<file path="src/rtl/stopwatch_bcd_core.sv">
// Stopwatch core: counts SS.hh in BCD from a prescaled tick, with debounced
// start/stop and lap/clear keys.
// Ports:
//   clk_50       - sole clock, rising edge
//   reset        - synchronous active-high reset
//   btn_start_n  - raw start/stop key, low = pressed
//   btn_lap_n    - raw lap/clear key, low = pressed
//   digits       - {tens_s, s, tenths, hundredths} BCD, registered
//   running      - high while in RUN
//   lap_active   - high while digits shows a frozen lap snapshot
//   overflow     - sticky, set on 59.99 -> 00.00
//   update       - one-cycle strobe in the cycle after digits changed
module stopwatch_bcd_core #(
  parameter int unsigned CLK_HZ          = 50000000,
  parameter int unsigned TICK_HZ         = 100,
  parameter int unsigned DEBOUNCE_CYCLES = 1000000
) (
  input  logic        clk_50,
  input  logic        reset,
  input  logic        btn_start_n,
  input  logic        btn_lap_n,
  output logic [15:0] digits,
  output logic        running,
  output logic        lap_active,
  output logic        overflow,
  output logic        update
);

  localparam int unsigned PRESCALE = CLK_HZ / TICK_HZ;
  localparam int unsigned PS_W     = (PRESCALE > 1) ? $clog2(PRESCALE) : 1;
  localparam int unsigned DB_W     = $clog2(DEBOUNCE_CYCLES + 1);
  localparam logic [PS_W-1:0] PS_LAST = PS_W'(PRESCALE - 1);
  localparam logic [DB_W-1:0] DB_MAX  = DB_W'(DEBOUNCE_CYCLES);

  typedef enum logic [1:0] {ST_IDLE, ST_RUN, ST_PAUSE} state_t;

  // Index 0 = start key, index 1 = lap key
  logic [1:0]            s1_q, s1_d, s2_q, s2_d;
  logic [1:0]            last_q, last_d, acc_q, acc_d, armed_q, armed_d;
  logic [1:0][DB_W-1:0]  cnt_q, cnt_d;
  logic [1:0]            press_c;

  state_t          state_q, state_d;
  logic            hold_q, hold_d;
  logic [PS_W-1:0] ps_q, ps_d;
  logic [15:0]     count_q, count_d, snap_q, snap_d;
  logic            ovf_q, ovf_d;
  logic [15:0]     digits_q, digits_d;
  logic            running_q, running_d, lap_q, lap_d, update_q, update_d;

  logic            start_ev_c, lap_ev_c, tick_c, wrap_c;
  logic [15:0]     inc_c;

  // BCD increment with per-digit wrap; bit 16 flags the 59.99 -> 00.00 wrap
  function automatic logic [16:0] bcd_inc(input logic [15:0] c);
    logic [15:0] n;
    logic        w;
    n = c;
    w = 1'b0;
    if (c[3:0] < 4'd9) n[3:0] = c[3:0] + 4'd1;
    else begin
      n[3:0] = 4'd0;
      if (c[7:4] < 4'd9) n[7:4] = c[7:4] + 4'd1;
      else begin
        n[7:4] = 4'd0;
        if (c[11:8] < 4'd9) n[11:8] = c[11:8] + 4'd1;
        else begin
          n[11:8] = 4'd0;
          if (c[15:12] < 4'd5) n[15:12] = c[15:12] + 4'd1;
          else begin
            n[15:12] = 4'd0;
            w        = 1'b1;
          end
        end
      end
    end
    return {w, n};
  endfunction

  // Synchronizers and debouncers. cnt counts consecutive identical samples;
  // a key is armed only after a full stable released window, so a key held
  // through reset produces no press until it is released and pressed again.
  always_comb begin
    s1_d    = {btn_lap_n, btn_start_n};
    s2_d    = s1_q;
    last_d  = last_q;
    cnt_d   = cnt_q;
    acc_d   = acc_q;
    armed_d = armed_q;
    press_c = 2'b00;
    for (int i = 0; i < 2; i++) begin
      last_d[i] = s2_q[i];
      if (s2_q[i] != last_q[i])  cnt_d[i] = DB_W'(1);
      else if (cnt_q[i] != DB_MAX) cnt_d[i] = cnt_q[i] + DB_W'(1);
      if (cnt_d[i] == DB_MAX) begin
        acc_d[i] = last_d[i];
        if (last_d[i]) armed_d[i] = 1'b1;
      end
      press_c[i] = armed_q[i] & acc_q[i] & ~acc_d[i];
    end
  end

  // FSM, prescaler, BCD counter and lap snapshot
  always_comb begin
    state_d    = state_q;
    hold_d     = hold_q;
    ps_d       = ps_q;
    count_d    = count_q;
    snap_d     = snap_q;
    ovf_d      = ovf_q;
    tick_c     = 1'b0;
    start_ev_c = press_c[0];
    lap_ev_c   = press_c[1] & ~press_c[0];
    {wrap_c, inc_c} = bcd_inc(count_q);

    if (state_q == ST_RUN) begin
      if (ps_q == PS_LAST) begin
        ps_d   = '0;
        tick_c = 1'b1;
      end else begin
        ps_d = ps_q + PS_W'(1);
      end
    end

    if (tick_c) begin
      count_d = inc_c;
      if (wrap_c) ovf_d = 1'b1;
    end

    case (state_q)
      ST_IDLE: begin
        if (start_ev_c) state_d = ST_RUN;
      end
      ST_RUN: begin
        if (start_ev_c) state_d = ST_PAUSE;
        else if (lap_ev_c) begin
          hold_d = ~hold_q;
          if (!hold_q) snap_d = count_q;
        end
      end
      ST_PAUSE: begin
        if (start_ev_c) state_d = ST_RUN;
        else if (lap_ev_c) begin
          state_d = ST_IDLE;
          count_d = '0;
          snap_d  = '0;
          ps_d    = '0;
          ovf_d   = 1'b0;
          hold_d  = 1'b0;
        end
      end
      default: state_d = ST_IDLE;
    endcase

    digits_d  = hold_q ? snap_q : count_q;
    update_d  = (digits_d != digits_q);
    running_d = (state_q == ST_RUN);
    lap_d     = hold_q;
  end

  always_ff @(posedge clk_50) begin
    if (reset) begin
      s1_q      <= 2'b11;
      s2_q      <= 2'b11;
      last_q    <= 2'b11;
      acc_q     <= 2'b11;
      armed_q   <= 2'b00;
      cnt_q     <= '0;
      state_q   <= ST_IDLE;
      hold_q    <= 1'b0;
      ps_q      <= '0;
      count_q   <= '0;
      snap_q    <= '0;
      ovf_q     <= 1'b0;
      digits_q  <= '0;
      running_q <= 1'b0;
      lap_q     <= 1'b0;
      update_q  <= 1'b0;
    end else begin
      s1_q      <= s1_d;
      s2_q      <= s2_d;
      last_q    <= last_d;
      acc_q     <= acc_d;
      armed_q   <= armed_d;
      cnt_q     <= cnt_d;
      state_q   <= state_d;
      hold_q    <= hold_d;
      ps_q      <= ps_d;
      count_q   <= count_d;
      snap_q    <= snap_d;
      ovf_q     <= ovf_d;
      digits_q  <= digits_d;
      running_q <= running_d;
      lap_q     <= lap_d;
      update_q  <= update_d;
    end
  end

  assign digits     = digits_q;
  assign running    = running_q;
  assign lap_active = lap_q;
  assign overflow   = ovf_q;
  assign update     = update_q;

endmodule

</file>
<file path="config.mk">
export PLATFORM = sky130hd
export DESIGN_NAME = stopwatch_bcd_core
export DESIGN_NICKNAME = d
export VERILOG_FILES = /design/src/rtl/stopwatch_bcd_core.sv
export SDC_FILE = /design/constraint.sdc
export NUM_CORES = 1
export LEC_CHECK = 0
export CELL_PAD_IN_SITES_DETAIL_PLACEMENT = 0
export CELL_PAD_IN_SITES_GLOBAL_PLACEMENT = 1
export CORE_UTILIZATION = 35
export DETAILED_ROUTE_END_ITERATION = 6
export PLACE_DENSITY = 0.76
export SYNTH_ARGS = -nofsm -noshare
export SYNTH_HDL_FRONTEND = slang
export SYNTH_SLANG_ARGS = --single-unit
</file>
<file path="constraint.sdc">
create_clock -name clk_50 -period 3.1 [get_ports clk_50]
set_input_delay 0.62 -clock clk_50 [delete_from_list [all_inputs] [get_ports clk_50]]
set_output_delay 0.62 -clock clk_50 [all_outputs]
set_load 0.01 [all_outputs]
</file>
==> metrics.txt, run 1 <==
status completed; Netlist cell types 71; Max-Cap Viols 0; Synth top cells by count dfxtp_1 (124), nor2_1 (107), xor2_1 (42); Synth area leader dfxtp_1; DR WL/cell ~13 µm; Worst slew margin approximately half; Crit Path Class reg2reg; clock root cell clkbuf_16; TritonCTS Buffers 17; first-pass GRT wire length approximately 23000 µm; global route total overflow 0; Syn Area/Cell roughly 8.7 µm²; Tightest Hold Check Type reg2reg; P per Cell Area between 400 and 500 nW/µm²; drt drc 0; I/O pins 24; ys async rst share 0%; Clk pwr share 53.5%; antenna violations before repair 0; fin crit period ~3 ns; row count 48; R2R depth 9; Worst IR Drop VDD ~0.37 mV; hold buffers post-CTS 0; Post-Syn Instances ~700; Initial Utilization a little over a third; Logic pwr share around 3.0%; RSZ-0062 raised after global routing no; Setup TNS 0 ns; initial drt markers roughly 280; EDFF count, synth 0; Clock Latency Late Sink roughly 0.43 ns; Worst-path clk slew 0.06 ns; Sw Share 23.4%; final antenna-violating net count 0; Setup Skew between 0.01 and 0.015 ns; first-pass iteration count of the detailed router 4; vias in the first global route roughly 4800; Total Routing Usage GR 15.9%; Die X ~140 µm; syn nets approximately 740; share of layout cells above drive strength 1 15.6%; final hold vios 0; Yosys warnings 0; top_reg_cell synth dfxtp_1; Worst Path Max Fanout 26; hold path cells 1; P_sw 869 µW; Die H between 100 and 150 µm; Slew @ Worst Pin roughly 0.74 ns; total leakage power 0.00274 µW; die footprint roughly 18000 µm²; H-tree Lvls 4; top cell type's share of synthesized area 39.7%; fmax 0.340 GHz; Pint roughly 2800 µW; # port buffers 23; Vias/cell roughly 5.0; Seq pwr share a little over two fifths; largest net degree at the start of global routing 29; cell area after synthesis 6250 µm²; CTS max path bufs 2; DP HPWL 9330 µm; antenna cells 0; CP Capture Type register; Final #Nets 788; Synth area leaders dfxtp_1 (40%), nor2_1 (6.4%), xor2_1 (5.9%); CTS tree built; total power around 3700 µW; core area between 15000 and 20000 µm²; fin. max-slew vios 0; clock sinks 124; WP data arrival 3.29 ns; Layout area overhead 22.1%; flops & latches, synth 124; # setup viols final 0; period utilization 94.8%; final WL about 13000 µm; startpoint types register; Vias roughly 5000; fraction of the yosys area taken by sequential cells about two fifths; Crit path required time approximately 3.5 ns; GPL Wtd Cong 0.808; most common cell in the synthesized netlist dfxtp_1
[critical path, cell delays in order (launching register included)]
cell,delay [ns]
dfxtp_2,0.38
ha_1,0.20
nand3_2,0.14
or3_1,0.42
a221oi_2,0.30
o2111ai_1,0.16
or4_1,0.60
a41o_1,0.28
buf_4,0.24
a21oi_1,0.16
[power groups by stage]
stage,logic [µW],registers (µW),clock network [µW]
floorplan,70.1,1650,0
global placement,108,1650,0
detailed placement,108,1650,0
CTS,108,1610,2030
global route,122,1620,2100
finish,110,1610,1980
[state kept, by name, indices dropped and copies added (netlist names)]
| signal | count |
|---|---|
| last_d | 2 |
| acc_q | 2 |
| ps_q | 19 |
| digits | 16 |
| lap_active | 1 |
| hold_q | 1 |
| armed_q | 2 |
| s1_q | 2 |
| state_q | 2 |
| update | 1 |
| count_q | 16 |
| running | 1 |
| cnt_q | 40 |
| last_q | 2 |
| snap_q | 16 |
| overflow | 1 |
[layer usage]
layer / track usage [%] / vias to the layer above / wire, µm / part of all wire, %
met5: 0 / - / 0 / 0
met3: 3.07 / 13 / 336 / 2.5
met1: 21.6 / 2334 / 6890 / 51
li1: - / 2596 / - / -
met2: 24.3 / 51 / 6000 / 45
met4: 7.12 / 0 / 157 / 1.2
[cells by family after synthesis]
group | synth area share [%]
AND/OR/NAND/NOR | 26.7
adder cells (fa/ha/maj) | 3.41
multiplexers | 4.21
XOR/XNOR | 10.1
buffers and inverters | 4.63
flip-flops | 39.7
AO/OA/AOI/OAI | 11.2
[final timing paths]
check	slack, ns	end	startpoint
hold reg to reg	0.43	last_d[1]$_SDFF_PP1_	s1_q[1]$_SDFF_PP1_
setup / recovery	0.16	count_q[7]$_SDFF_PP0_	cnt_q[1]$_SDFF_PP0_
setup reg to reg	0.16	count_q[7]$_SDFF_PP0_	cnt_q[1]$_SDFF_PP0_
hold / removal	0.43	last_d[1]$_SDFF_PP1_	s1_q[1]$_SDFF_PP1_
[stage by stage]
stage                     hold WS, ns  instances  cell area (µm²)  setup slack, ns  util (%)
after CTS                       0.429       1004             7520           0.0257      43.4
after detailed placement        0.395        972             6940           0.0327      40.0
after global routing            0.436       1005             7630          0.00433      43.9
after global placement          0.405        972             6940            0.134      40.0
after floorplan                 0.389        715             6250           0.0496         -
final                           0.429       1005             7630            0.161      43.9
[area by class of cell]
class	count	area, µm²
clock buffer	17	425
fill	1729	9730
clock inverter	15	164
inverter	33	124
tap	225	282
multi-input combinational	523	3560
timing repair buffer	68	581
sequential	124	2490
[layout by cell type (no fill, tap or decap), types with 3 or more instances in the layout]
master           synthesis  layout
inv_1                   32      32
nor4_2                   5       3
nor4_4                   3       6
nand2b_1                 9       8
a22o_1                  15      15
nand4_1                 17      17
o31a_1                   3       3
clkinv_4                 0       5
and3_1                   8       8
xor2_1                  42      42
or4_1                    5       5
ha_1                    17      17
nand3b_1                 3       3
nand3_2                  2       3
dfxtp_1                124     118
xnor2_1                 30      30
or3_1                   11      11
a21oi_1                 35      35
clkbuf_16                0      17
mux2i_1                 24      24
nor4_1                  12      11
nor3_1                  17      17
o211ai_1                 3       3
nand2_1                 40      40
dfxtp_2                  0       6
nor2_1                 107     107
or2_2                    9       9
nand3_1                 28      27
clkdlybuf4s50_1          0      23
o21ai_0                 17      17
nor3b_1                  6       6
o2111ai_1                3       3
buf_4                    1      44
inv_6                    0       4
nor2b_1                  6       6
[what timing repair did]
item / 4_1_cts / 5_1_grt
endpoints found under the setup margin: 0 / 52
gates resized for setup: 0 / 19
buffers inserted: 0 / 1
No activity file was read; power rests on OpenSTA's default activity.
==> run 2: changes to the inputs <==
Settings changed: CORE_UTILIZATION 35 to 42, PLACE_DENSITY 0.76 to 0.86.
==> run 2 against run 1 <==
Against the previous run:
- total power shrank 1.9%
- worst hold slack lost 0.018 ns
- utilization grew 7.4 points
- critical path type unchanged
- critical endpoint is now snap_q[5]$_SDFFE_PP0P_
==> metrics.txt, run 2 (same netlist as run 1, synthesis figures left out) <==
Die X 124 µm (-8.6%); Vias 5178 (+3.7%); I/O pins 24 (unchanged); worst reg2reg startpoint cnt_q[3]$_SDFF_PP0_; Most flops, register cnt_q; Final #Nets 778 (-1.3%); commonest cells after routing, fill and taps aside dfxtp_1 (122), nor2_1 (107), xor2_1 (42), nand2_1 (40), a21oi_1 (35); Total Routing Usage GR 18.8% (+2.9 points); Die H 124 µm (-8.6%); slowest stage delay, CP 0.59 ns (about the same); first-pass GRT wire length 22700 µm (-2.0%); Crit Path Class reg2reg; antenna violations before repair 0 (unchanged); clock sinks 124 (unchanged); # setup viols final 0 (unchanged); WP data arrival 3.37 ns (+0.08 ns); H-tree Lvls 4 (unchanged); period utilization 97.1% (+2.2 points); Clock Latency Late Sink 0.42 ns (about the same); Layout area overhead 19.6%; share of layout cells above drive strength 1 14.0% (-1.6 points); GPL Wtd Cong 0.879 (+8.7%); # port buffers 23 (unchanged); die footprint 15400 µm² (-16%); Fill cells 1364 (-21%); most common cell after layout, fill and taps aside dfxtp_1; Slew @ Worst Pin 0.713 ns (-0.0273 ns); Worst Path Max Fanout 15 (-42%); Tightest Hold Check Type reg2reg; initial drt markers 297 (+5.3%); placed instance area 6810 µm² (-1.8%); core area 14500 µm² (-16%); CTS tree built; largest net degree at the start of global routing 27 (-6.9%); final core occ 51.4% (+7.4 points); final antenna-violating net count 0 (unchanged); CP bufs+invs 1 (unchanged); fin. max-slew vios 0 (unchanged); CP Capture Type register; fin crit period 3.01 ns (+0.0694 ns); Vias/cell 5.43 (+9.3%); r2r setup slk 0.09 ns (-0.07 ns); Initial Utilization 43.0% (+7.0 points); Setup Skew 0.00549 ns (-0.00826 ns); CP max-delay cell or4_1; P per Cell Area 487 nW/µm² (+0.24%); hold wc startpoint s1_q[0]$_SDFF_PP1_; global route total overflow 0 (unchanged); worst-path cell chain nand4_1 -> buf_4 -> nor2_1 -> mux2i_2 -> o2111ai_1 -> or4_1 -> nand3_1 -> a31o_2 -> a22o_1; vias in the first global route 4939 (+3.0%); antenna cells 0 (unchanged); final hold vios 0 (unchanged); Worst IR Drop VDD 0.354 mV (-5.1%); Crit path max-delay family simple AND/OR/NAND/NOR gates; max reg flops 40 (unchanged); startpoint types register; status completed; total leakage power 0.00267 µW (-2.7%); fmax 0.332 GHz (-2.3%); row count 44 (-8.3%); DR WL/cell 14.3 µm (+7.1%); Finished Cell Area 7470 µm² (-2.1%); Crit path required time 3.46 ns (about the same); first-pass iteration count of the detailed router 5 (+1); Max-Cap Viols 0 (unchanged); CTS max path bufs 2 (unchanged); clock root cell clkbuf_16; DP HPWL 9540 µm (+2.3%); final WL 13600 µm (+1.5%); biggest registers after layout cnt_q x40, ps_q x19; Worst-path clk slew 0.05 ns (about the same); drt drc 0 (unchanged); Worst Setup SP cnt_q[3]$_SDFF_PP0_; Worst slew margin 52.1% (+1.5 points); TritonCTS Buffers 17 (unchanged)
run 2: final timing paths:
check,to,cells past startpoint
worst max-delay path,snap_q[5]$_SDFFE_PP0P_,9
worst min-delay path,last_d[0]$_SDFF_PP1_,1
worst max register to register,snap_q[5]$_SDFFE_PP0P_,9
worst min register to register,last_d[0]$_SDFF_PP1_,1
run 2: cell type report:
cell class	instances	area, µm²	area share [%]
Sequential cell	124	2480	33.3
Multi-Input combinational cell	523	3550	47.5
Clock inverter	11	119	1.59
Inverter	33	124	1.66
Clock buffer	20	457	6.12
Timing Repair Buffer	58	505	6.77
Tap cell	184	230	3.08
run 2: timing repair:
item | 4_1_cts | 5_1_grt
hold endpoints to repair | 0 | 0
gates resized for setup | 1 | 13
endpoints found under the setup margin | 6 | 52
pin swaps | 0 | 2
buffers inserted | 0 | 1
hold buffers | 0 | 0
run 2: through the flow:
step,worst slack [ns],cells,power (µW),hold WS [ns],TNS [ns]
after floorplan,0.0496,715,1720,0.389,0
after global placement,0.0420,921,1740,0.404,0
after detailed placement,-0.00276,921,1750,0.404,-0.00276
after CTS,0.0458,952,3670,0.419,0
after global routing,-0.0716,953,3760,0.432,-1.71
final,0.0913,953,3640,0.411,0
run 2: routing by layer:
layer,wire (µm),share of wire (%),GRT usage [%]
met2,6540,48,31.0
met3,531,3.9,4.67
met1,6340,47,23.8
met4,169,1.2,6.99
met5,0,0,0
run 2: report_power, final:
part | internal (µW) | switching [µW] | total [µW]
Combinational | 33.2 | 63.5 | 96.7
Clock | 1210 | 709 | 1920
Sequential | 1600 | 13.5 | 1620
